$ cat config.mk
export PLATFORM = sky130hd
export DESIGN_NAME = unified_mem_arbiter
export DESIGN_NICKNAME = d
export VERILOG_FILES = /design/src/rtl/riscv_mem_defs.sv /design/src/rtl/mem_lat_counter.sv /design/src/rtl/unified_mem_arbiter.sv
export SDC_FILE = /design/constraint.sdc
export NUM_CORES = 1
export LEC_CHECK = 0
export ABC_AREA = 1
export CAP_MARGIN = 30
export CORE_MARGIN = 1.5
export CORE_UTILIZATION = 30
export CTS_BUF_LIST = sky130_fd_sc_hd__clkbuf_16
export DETAILED_ROUTE_END_ITERATION = 12
export GPL_TIMING_DRIVEN = 1
export HOLD_SLACK_MARGIN = 0.02
export PLACE_DENSITY_LB_ADDON = 0.12
export SETUP_SLACK_MARGIN = 0.02
export SYNTH_ARGS = -nofsm -noshare
export SYNTH_HDL_FRONTEND = slang
export SYNTH_SLANG_ARGS = --single-unit
$ cat constraint.sdc
create_clock -name clk -period 2.2 [get_ports clk]
set_clock_uncertainty 0.05 [all_clocks]
set_input_delay 0.66 -clock clk [delete_from_list [all_inputs] [get_ports clk]]
set_output_delay 0.66 -clock clk [all_outputs]
set_load 0.05 [all_outputs]
$ cat src/rtl/riscv_mem_defs.sv
// Shared encodings and default sizing for the unified memory arbiter.
package riscv_mem_defs;
  typedef enum logic [1:0] {
    IDLE   = 2'd0,
    ACCESS = 2'd1,
    RESP   = 2'd2
  } arb_state_e;

  typedef enum logic {
    OWN_IF = 1'b0,
    OWN_DM = 1'b1
  } owner_e;

  localparam int unsigned DEF_MEM_LAT    = 2;
  localparam int unsigned DEF_MAX_STREAK = 4;
endpackage

$ cat src/rtl/mem_lat_counter.sv
// Loadable down-counter timing one memory access; done when it reaches zero.
module mem_lat_counter #(
  parameter int unsigned CNT_W = 2
) (
  input  logic             clk,
  input  logic             rst_n,
  input  logic             load,
  input  logic             dec,
  input  logic [CNT_W-1:0] loadVal,
  output logic             done
);
  logic [CNT_W-1:0] count;

  always_ff @(posedge clk or negedge rst_n) begin
    if (!rst_n)
      count <= '0;
    else if (load)
      count <= loadVal;
    else if (dec && count != '0)
      count <= count - 1'b1;
  end

  assign done = (count == '0);
endmodule

$ cat src/rtl/unified_mem_arbiter.sv
// Shares one fixed-latency memory between instruction fetch and the data stage,
// data-first with a bounded streak so fetch cannot starve.
module unified_mem_arbiter
  import riscv_mem_defs::*;
#(
  parameter int unsigned ADDR_W     = 32,
  parameter int unsigned DATA_W     = 32,
  parameter int unsigned MEM_LAT    = DEF_MEM_LAT,
  parameter int unsigned MAX_STREAK = DEF_MAX_STREAK
) (
  input  logic              clk,
  input  logic              rst,
  input  logic              if_req,
  input  logic [ADDR_W-1:0] if_addr,
  output logic [DATA_W-1:0] if_rdata,
  output logic              if_ack,
  input  logic              dm_req,
  input  logic              dm_we,
  input  logic [ADDR_W-1:0] dm_addr,
  input  logic [DATA_W-1:0] dm_wdata,
  output logic [DATA_W-1:0] dm_rdata,
  output logic              dm_ack,
  output logic              mem_en,
  output logic              mem_we,
  output logic [ADDR_W-1:0] mem_addr,
  output logic [DATA_W-1:0] mem_wdata,
  input  logic [DATA_W-1:0] mem_rdata,
  output logic              stall_if,
  output logic              stall_mem
);
  localparam int unsigned CNT_W  = $clog2(MEM_LAT + 1);
  localparam int unsigned STRK_W = $clog2(MAX_STREAK + 1);
  localparam logic [CNT_W-1:0]  LAT_LOAD = CNT_W'(MEM_LAT - 1);
  localparam logic [STRK_W-1:0] STRK_MAX = STRK_W'(MAX_STREAK);

  arb_state_e        state, nextState;
  owner_e            owner;
  logic              latWe;
  logic [ADDR_W-1:0] latAddr;
  logic [DATA_W-1:0] latWdata;
  logic [STRK_W-1:0] streak;
  logic [DATA_W-1:0] ifRdataQ, dmRdataQ;
  logic              grantDm, grantIf, grantAny;
  logic              latLoad, latDec, latDone;

  always_comb begin
    grantDm   = dm_req & (~if_req | (streak < STRK_MAX));
    grantIf   = ~grantDm & if_req;
    grantAny  = grantDm | grantIf;
    nextState = state;
    latLoad   = 1'b0;
    latDec    = 1'b0;
    unique case (state)
      IDLE: begin
        if (grantAny) begin
          nextState = ACCESS;
          latLoad   = 1'b1;
        end
      end
      ACCESS: begin
        if (latDone) nextState = RESP;
        else         latDec    = 1'b1;
      end
      RESP:    nextState = IDLE;
      default: nextState = IDLE;
    endcase
  end

  always_ff @(posedge clk or negedge rst) begin
    if (!rst) state <= IDLE;
    else      state <= nextState;
  end

  always_ff @(posedge clk or negedge rst) begin
    if (!rst) begin
      owner    <= OWN_IF;
      latWe    <= 1'b0;
      latAddr  <= '0;
      latWdata <= '0;
      streak   <= '0;
    end else if (state == IDLE && grantAny) begin
      owner    <= grantDm ? OWN_DM : OWN_IF;
      latWe    <= grantDm & dm_we;
      latAddr  <= grantDm ? dm_addr : if_addr;
      latWdata <= grantDm ? dm_wdata : '0;
      if (grantDm && if_req) begin
        if (streak != STRK_MAX) streak <= streak + 1'b1;
      end else begin
        streak <= '0;
      end
    end
  end

  always_ff @(posedge clk or negedge rst) begin
    if (!rst) begin
      ifRdataQ <= '0;
      dmRdataQ <= '0;
    end else if (state == ACCESS && latDone) begin
      if (owner == OWN_IF)  ifRdataQ <= mem_rdata;
      else if (!latWe)      dmRdataQ <= mem_rdata;
    end
  end

  mem_lat_counter #(.CNT_W(CNT_W)) uLatCnt (
    .clk     (clk),
    .rst_n   (rst),
    .load    (latLoad),
    .dec     (latDec),
    .loadVal (LAT_LOAD),
    .done    (latDone)
  );

  assign mem_en    = (state == ACCESS);
  assign mem_we    = mem_en & latWe;
  assign mem_addr  = latAddr;
  assign mem_wdata = latWdata;
  assign if_ack    = (state == RESP) & (owner == OWN_IF);
  assign dm_ack    = (state == RESP) & (owner == OWN_DM);
  assign if_rdata  = ifRdataQ;
  assign dm_rdata  = dmRdataQ;
  // Gated by reset so the hazard unit sees no stall while the arbiter is held.
  assign stall_if  = rst & if_req & ~if_ack;
  assign stall_mem = rst & dm_req & ~dm_ack;
endmodule

=== Yosys cells after proc, flatten, opt, wreduce, memory -nomap -nowiden ===
Cells that the tools add are included.

* Bits in registers: 137
* Input bits: 133
* Logic and storage cells: 62

* Add/sub/neg operators: 2
* $lt $le $gt $ge: 1
* Equality and inequality tests: 6
* Multiplexer cells: 14
* Bitwise logic cells: 18
* Reduce and logical (&&, ||, !) cells: 12

{| class="wikitable"
|+ Operators by type and width
! kind !! count
|-
| $mux 32 || 2
|-
| $and 1x1->1 || 10
|-
| $mux 2 || 4
|-
| $mux 3 || 2
|-
| $not 1->1 || 6
|-
| $reduce_and 2->1 || 3
|-
| $mux 1 || 5
|-
| $logic_and 1x1->1 || 4
|-
| $logic_not 2->1 || 2
|-
| $ne 2x1->1 const B || 2
|-
| $pmux 2 s2 || 1
|-
| $reduce_bool 2->1 || 2
|-
| $add 3x1->3 const B || 1
|-
| $lt 3x3->1 const B || 1
|-
| $ne 3x3->1 const B || 1
|-
| $reduce_and 3->1 || 1
|-
| $eq 2x1->1 const B || 1
|-
| $eq 2x2->1 const B || 1
|-
| $ne 2x2->1 const B || 1
|-
| $or 1x1->1 || 2
|-
| $sub 2x1->2 const B || 1
|}

=== Longest topological paths before layout ===
* Depth after elaboration: 9
* Mapped depth: 7

=== Modules after synthesis ===
From an unflattened synthesis, not the netlist that was laid out.

* Cells, all modules: 762
* Area, all modules: 6090.8 um^2

{| class="wikitable"
|+ Modules (own cells, without submodules)
! module !! times used !! cells each !! area an instance (um^2) !! sequential area each (um^2)
|-
| unified_mem_arbiter || 1 || 743 || 5963.2 || 3378.2
|-
| mem_lat_counter || 1 || 19 || 127.6 || 50.0
|}

=== Worst setup path before layout ===
Ideal clock, no wire load.

* Path type: input port to output port
* Start: input port dm_req
* End: output port stall_mem
* Data arrival time: 1301 ps
* Path slack: 189 ps
* Stages on the path: 4
* Path buffers: 2
* Cells stage by stage: buf_2 -> buf_2 -> nand3_1 -> inv_2

* Longest elaborated chain between the ends: 2

{| class="wikitable"
|+ Ends and longest elaborated chain
! item !! RTL line !! text
|-
| from (decl) || unified_mem_arbiter.sv:17 || <nowiki>input logic dm_req,</nowiki>
|-
| $and 1x1->1 (2 in series) || unified_mem_arbiter.sv:123 || <nowiki>assign stall_mem = rst & dm_req & ~dm_ack;</nowiki>
|-
| to (decl) || unified_mem_arbiter.sv:29 || <nowiki>output logic stall_mem</nowiki>
|}

Every way passes these cells.

=== Final worst setup path ===
* Start: register state[0]
* End: output port if_ack

* Longest elaborated chain between the ends: 2

{| class="wikitable"
|+ Ends and longest elaborated chain
! item !! RTL line !! text
|-
| from (decl) || unified_mem_arbiter.sv:36 || <nowiki>arb_state_e state, nextState;</nowiki>
|-
| from (signal assigned) || unified_mem_arbiter.sv:71 || <nowiki>else state <= nextState;</nowiki>
|-
| $eq 2x2->1 || unified_mem_arbiter.sv:117 || <nowiki>assign if_ack = (state == RESP) & (owner == OWN_IF);</nowiki>
|-
| $and 1x1->1 || unified_mem_arbiter.sv:117 ||
|-
| to (decl) || unified_mem_arbiter.sv:16 || <nowiki>output logic if_ack,</nowiki>
|}

Every way passes these cells.

==> out/qor.csv <==
stage;metric;value;unit
timing;rsz0062_at_grt;true;
worst_setup_path;critPathLaunchType;flip-flop;
worst_setup_path;reg2regPathDepth;7;
timing;maxSlewViolCount;0;
final_layout;mostFrequentLayoutCell;nand2_1;
final_layout;finalCoreUtilization;0.4829;
clock_network;cts_inserted_buffers;17;
run;max_cap_violations;0;
worst_setup_path;critPathSlowestCell;dfrtp_1;
clock_network;htree_levels;4;
detailed_routing;wl_per_cell;14.15;µm
place;io_buffers;266;
clock_network;clkTransAtPathRegs;0.06;ns
pwr;p_clk_frac;0.170;
pwr;power.switching;8.382;mW
clock_network;clockBufferDepth;2;
detailed_routing;drc;0;
worst_setup_path;required;1.49;ns
worst_setup_path;crit_type;reg -> out;
floorplan;start_util;0.3079;
global_routing;grt_max_degree;138;
timing;relSlewSlack;0.5124;
floorplan;core_area;19590;µm²
yosys;ys.flop_type;dfrtp_1;
place;place_congestion;0.7364;
yosys;ys_ff_latch;137;
timing;worst-slew-pin-transition;0.7314;ns
worst_setup_path;crit_buf_inv;3;
timing;final-hold-violation-count;0;
detailed_routing;drt_pre_antenna_iters;4;
timing;setup_violations;0;
yosys;synth_fa_ha_area_frac;0.006223;
yosys;async_flop_share;1.000;
global_routing;track_usage;0.1825;
clock_network;clockRootBuffer;clkbuf_16;
clock_network;clock_latency;0.41;ns
worst_setup_path;critPathArrivalTime;1.40;ns
yosys;synth_edf_count;0;
worst_setup_path;critPathCaptureType;output pin;
yosys;synth.yosys.warnings;0;
worst_setup_path;regToRegSetupSlack;0.63;ns
clock_network;clock-sinks;137;
place;dpl.cell_count;1265;
timing;period_share;0.9585;
pwr;p_sw_frac;0.5085;
worst_setup_path;worstPathMaxFanout;4;
worst_setup_path;critical_path.top_delay_family;flip-flops;
worst_hold_path;hold_class;in -> async;
final_layout;drive_above_1_share;0.1744;
yosys;synth_compound_area_frac;0.03049;
pwr;ir_worst_vdd;0.5500;mV
place;place_hpwl;12670;µm
final_layout;multi_input_area;2121;µm²
floorplan;die_x;144.8;µm
global_routing;grt_remaining_overflow;0;
floorplan;die_area;20970;µm²
final_layout;fin_cells;1297;
detailed_routing;drt-initial-drc-count;206;
detailed_routing;vias;5621;
yosys;synth_nets;891;
yosys;synth_xor_area_frac;0;
floorplan;rows;51;
final_layout;area_delta_synth_final;56.81;%
yosys;synth.area.mux_share;0;
worst_setup_path;crit_path_cell_trace;inv_2 > nand3_1 > inv_1 > buf_12;
pwr;leakage;5.030;nW
status;outcome;finished, final reports clean;
clock_network;cts_tree;yes;
worst_setup_path;slowest_delay;0.42;ns
pwr;power_density;1742;nW/µm²
timing;fin_crit;2.109;ns
floorplan;io-pin-count;267;
yosys;syn_area;6032;µm²
final_layout;fill_cells;1970;
yosys;synth.avg_cell_area;7.989;µm²
floorplan;die_h;144.8;µm
detailed_routing;antenna_left;0;
global_routing;antenna_found_initial;0;
pwr;comb_power_share;0.563;
yosys;synth-seq-area-share;0.5683;
detailed_routing;via_per_inst;4.334;
detailed_routing;routed_wl;18350;µm
final_layout;mostFrequentLayoutCells;337 x nand2_1, 136 x dfrtp_1, 129 x clkdlybuf4s50_1;
worst_setup_path;r2r-start;uLatCnt.count[0]$_DFFE_PN0P_;
yosys;synthSimpleGateAreaFrac;0.3120;
final_layout;seqCellArea;3430;µm²
timing;tns;0;ns
yosys;synth_top_family_by_area;simple AND/OR/NAND/NOR gates;
timing;fmax;0.4742;GHz
global_routing;grt_pass1_wl;29250;µm
final_layout;finalNetCount;1155;
pwr;seqPwrFrac;0.268;
pwr;intPower;8.100;mW
global_routing;grt_pass1_vias;5549;
final_layout;antenna_cells;0;
yosys;synth_cells;755;
yosys;synth.distinct_cells;19;
worst_setup_path;rr_endpoint;dm_rdata[13]$_DFFE_PN0P_;
==> how the worst max path moves through the flow <==
stage                          from   endpoint  slack (ns)  depth (start not counted)
6_report       state[0]$_DFFE_PN0P_     if_ack        0.09                          4
4_1_cts                      dm_req  stall_mem        0.03                          4
2_1_floorplan                dm_req  stall_mem        0.19                          4
5_1_grt        state[0]$_DFFE_PN0P_   stall_if        0.01                          5
3_3_place_gp                 if_req   stall_if        0.03                          4
3_5_place_dp                 if_req   stall_if        0.02                          4
==> cell usage after synthesis, types with 2 or more instances <==
library cell	number	area share
nand3_1	105	0.087
nand2_1	337	0.21
inv_2	6	0.0037
buf_2	19	0.016
nor2_2	4	0.0041
nor2_1	4	0.0025
clkbuf_1	16	0.010
buf_4	4	0.0050
o21ai_1	35	0.029
ha_1	3	0.0062
inv_1	75	0.047
dfrtp_1	137	0.57
buf_1	3	0.0019
nand4_1	2	0.0021
==> sequential cells by signal, indices dropped and copies added (netlist names) <==
name / flops
streak: 3
latWe: 1
dm_rdata: 32
mem_wdata: 32
uLatCnt.count: 2
mem_addr: 32
if_rdata: 32
state: 2
owner: 1
==> cell families (layout without fill, tap and decap cells) <==
group | after synthesis | after routing
buffers and inverters | 123 | 400
AND/OR/NAND/NOR | 456 | 456
AO/OA/AOI/OAI | 36 | 36
flip-flops | 137 | 137
adder cells (fa/ha/maj) | 3 | 3
==> power groups by stage <==
stage | Clock [mW] | Combinational, mW | Sequential, mW
after floorplan | 0 | 2.26 | 8.33
after global routing | 3.01 | 9.99 | 4.57
after detailed placement | 0 | 9.55 | 4.43
final | 2.79 | 9.28 | 4.41
after CTS | 2.89 | 9.40 | 4.41
after global placement | 0 | 9.50 | 4.43
==> worst register-to-register path, delay by kind of cell (launching register included) <==
family	cells	cell delay [ns]
adder cells (fa/ha/maj)	1	0.22
AND/OR/NAND/NOR	4	0.45
flip-flops	1	0.37
buffers and inverters	2	0.41
==> layout make-up <==
type                            instances  share of cell area
Sequential cell                       137              0.3626
Timing Repair Buffer                  287              0.2851
Multi-Input combinational cell        495              0.2242
Clock inverter                         15             0.01601
Inverter                               81             0.03214
Tap cell                              265             0.03505
Clock buffer                           17             0.04497
==> metal layers <==
layer / vias to the layer above / GRT usage / wire length (µm)
met3: 15 / 0.06680 / 1472
met5: - / 0 / 0
li1: 2857 / - / -
met2: 184 / 0.2910 / 8496
met1: 2565 / 0.2327 / 8153
met4: 0 / 0.04997 / 226
==> per-stage QoR <==
step / power, mW / instance area, µm² / hold slack (ns) / setup slack [ns]
floorplan: 10.59 / 6032 / 0.3144 / 0.1892
global route: 17.57 / 9459 / 0.4316 / 0.01056
global placement: 13.92 / 8896 / 0.4127 / 0.02868
finish: 16.48 / 9459 / 0.3820 / 0.09129
CTS: 16.70 / 9443 / 0.3910 / 0.03053
detailed placement: 13.98 / 8896 / 0.4140 / 0.02259
==> repair_timing <==
item	4_1_cts	5_1_grt
endpoints found under the setup margin	25	2
hold buffers	0	0
setup buffers	0	0
gates resized for setup	25	5
No activity file was read; power rests on OpenSTA's default activity.
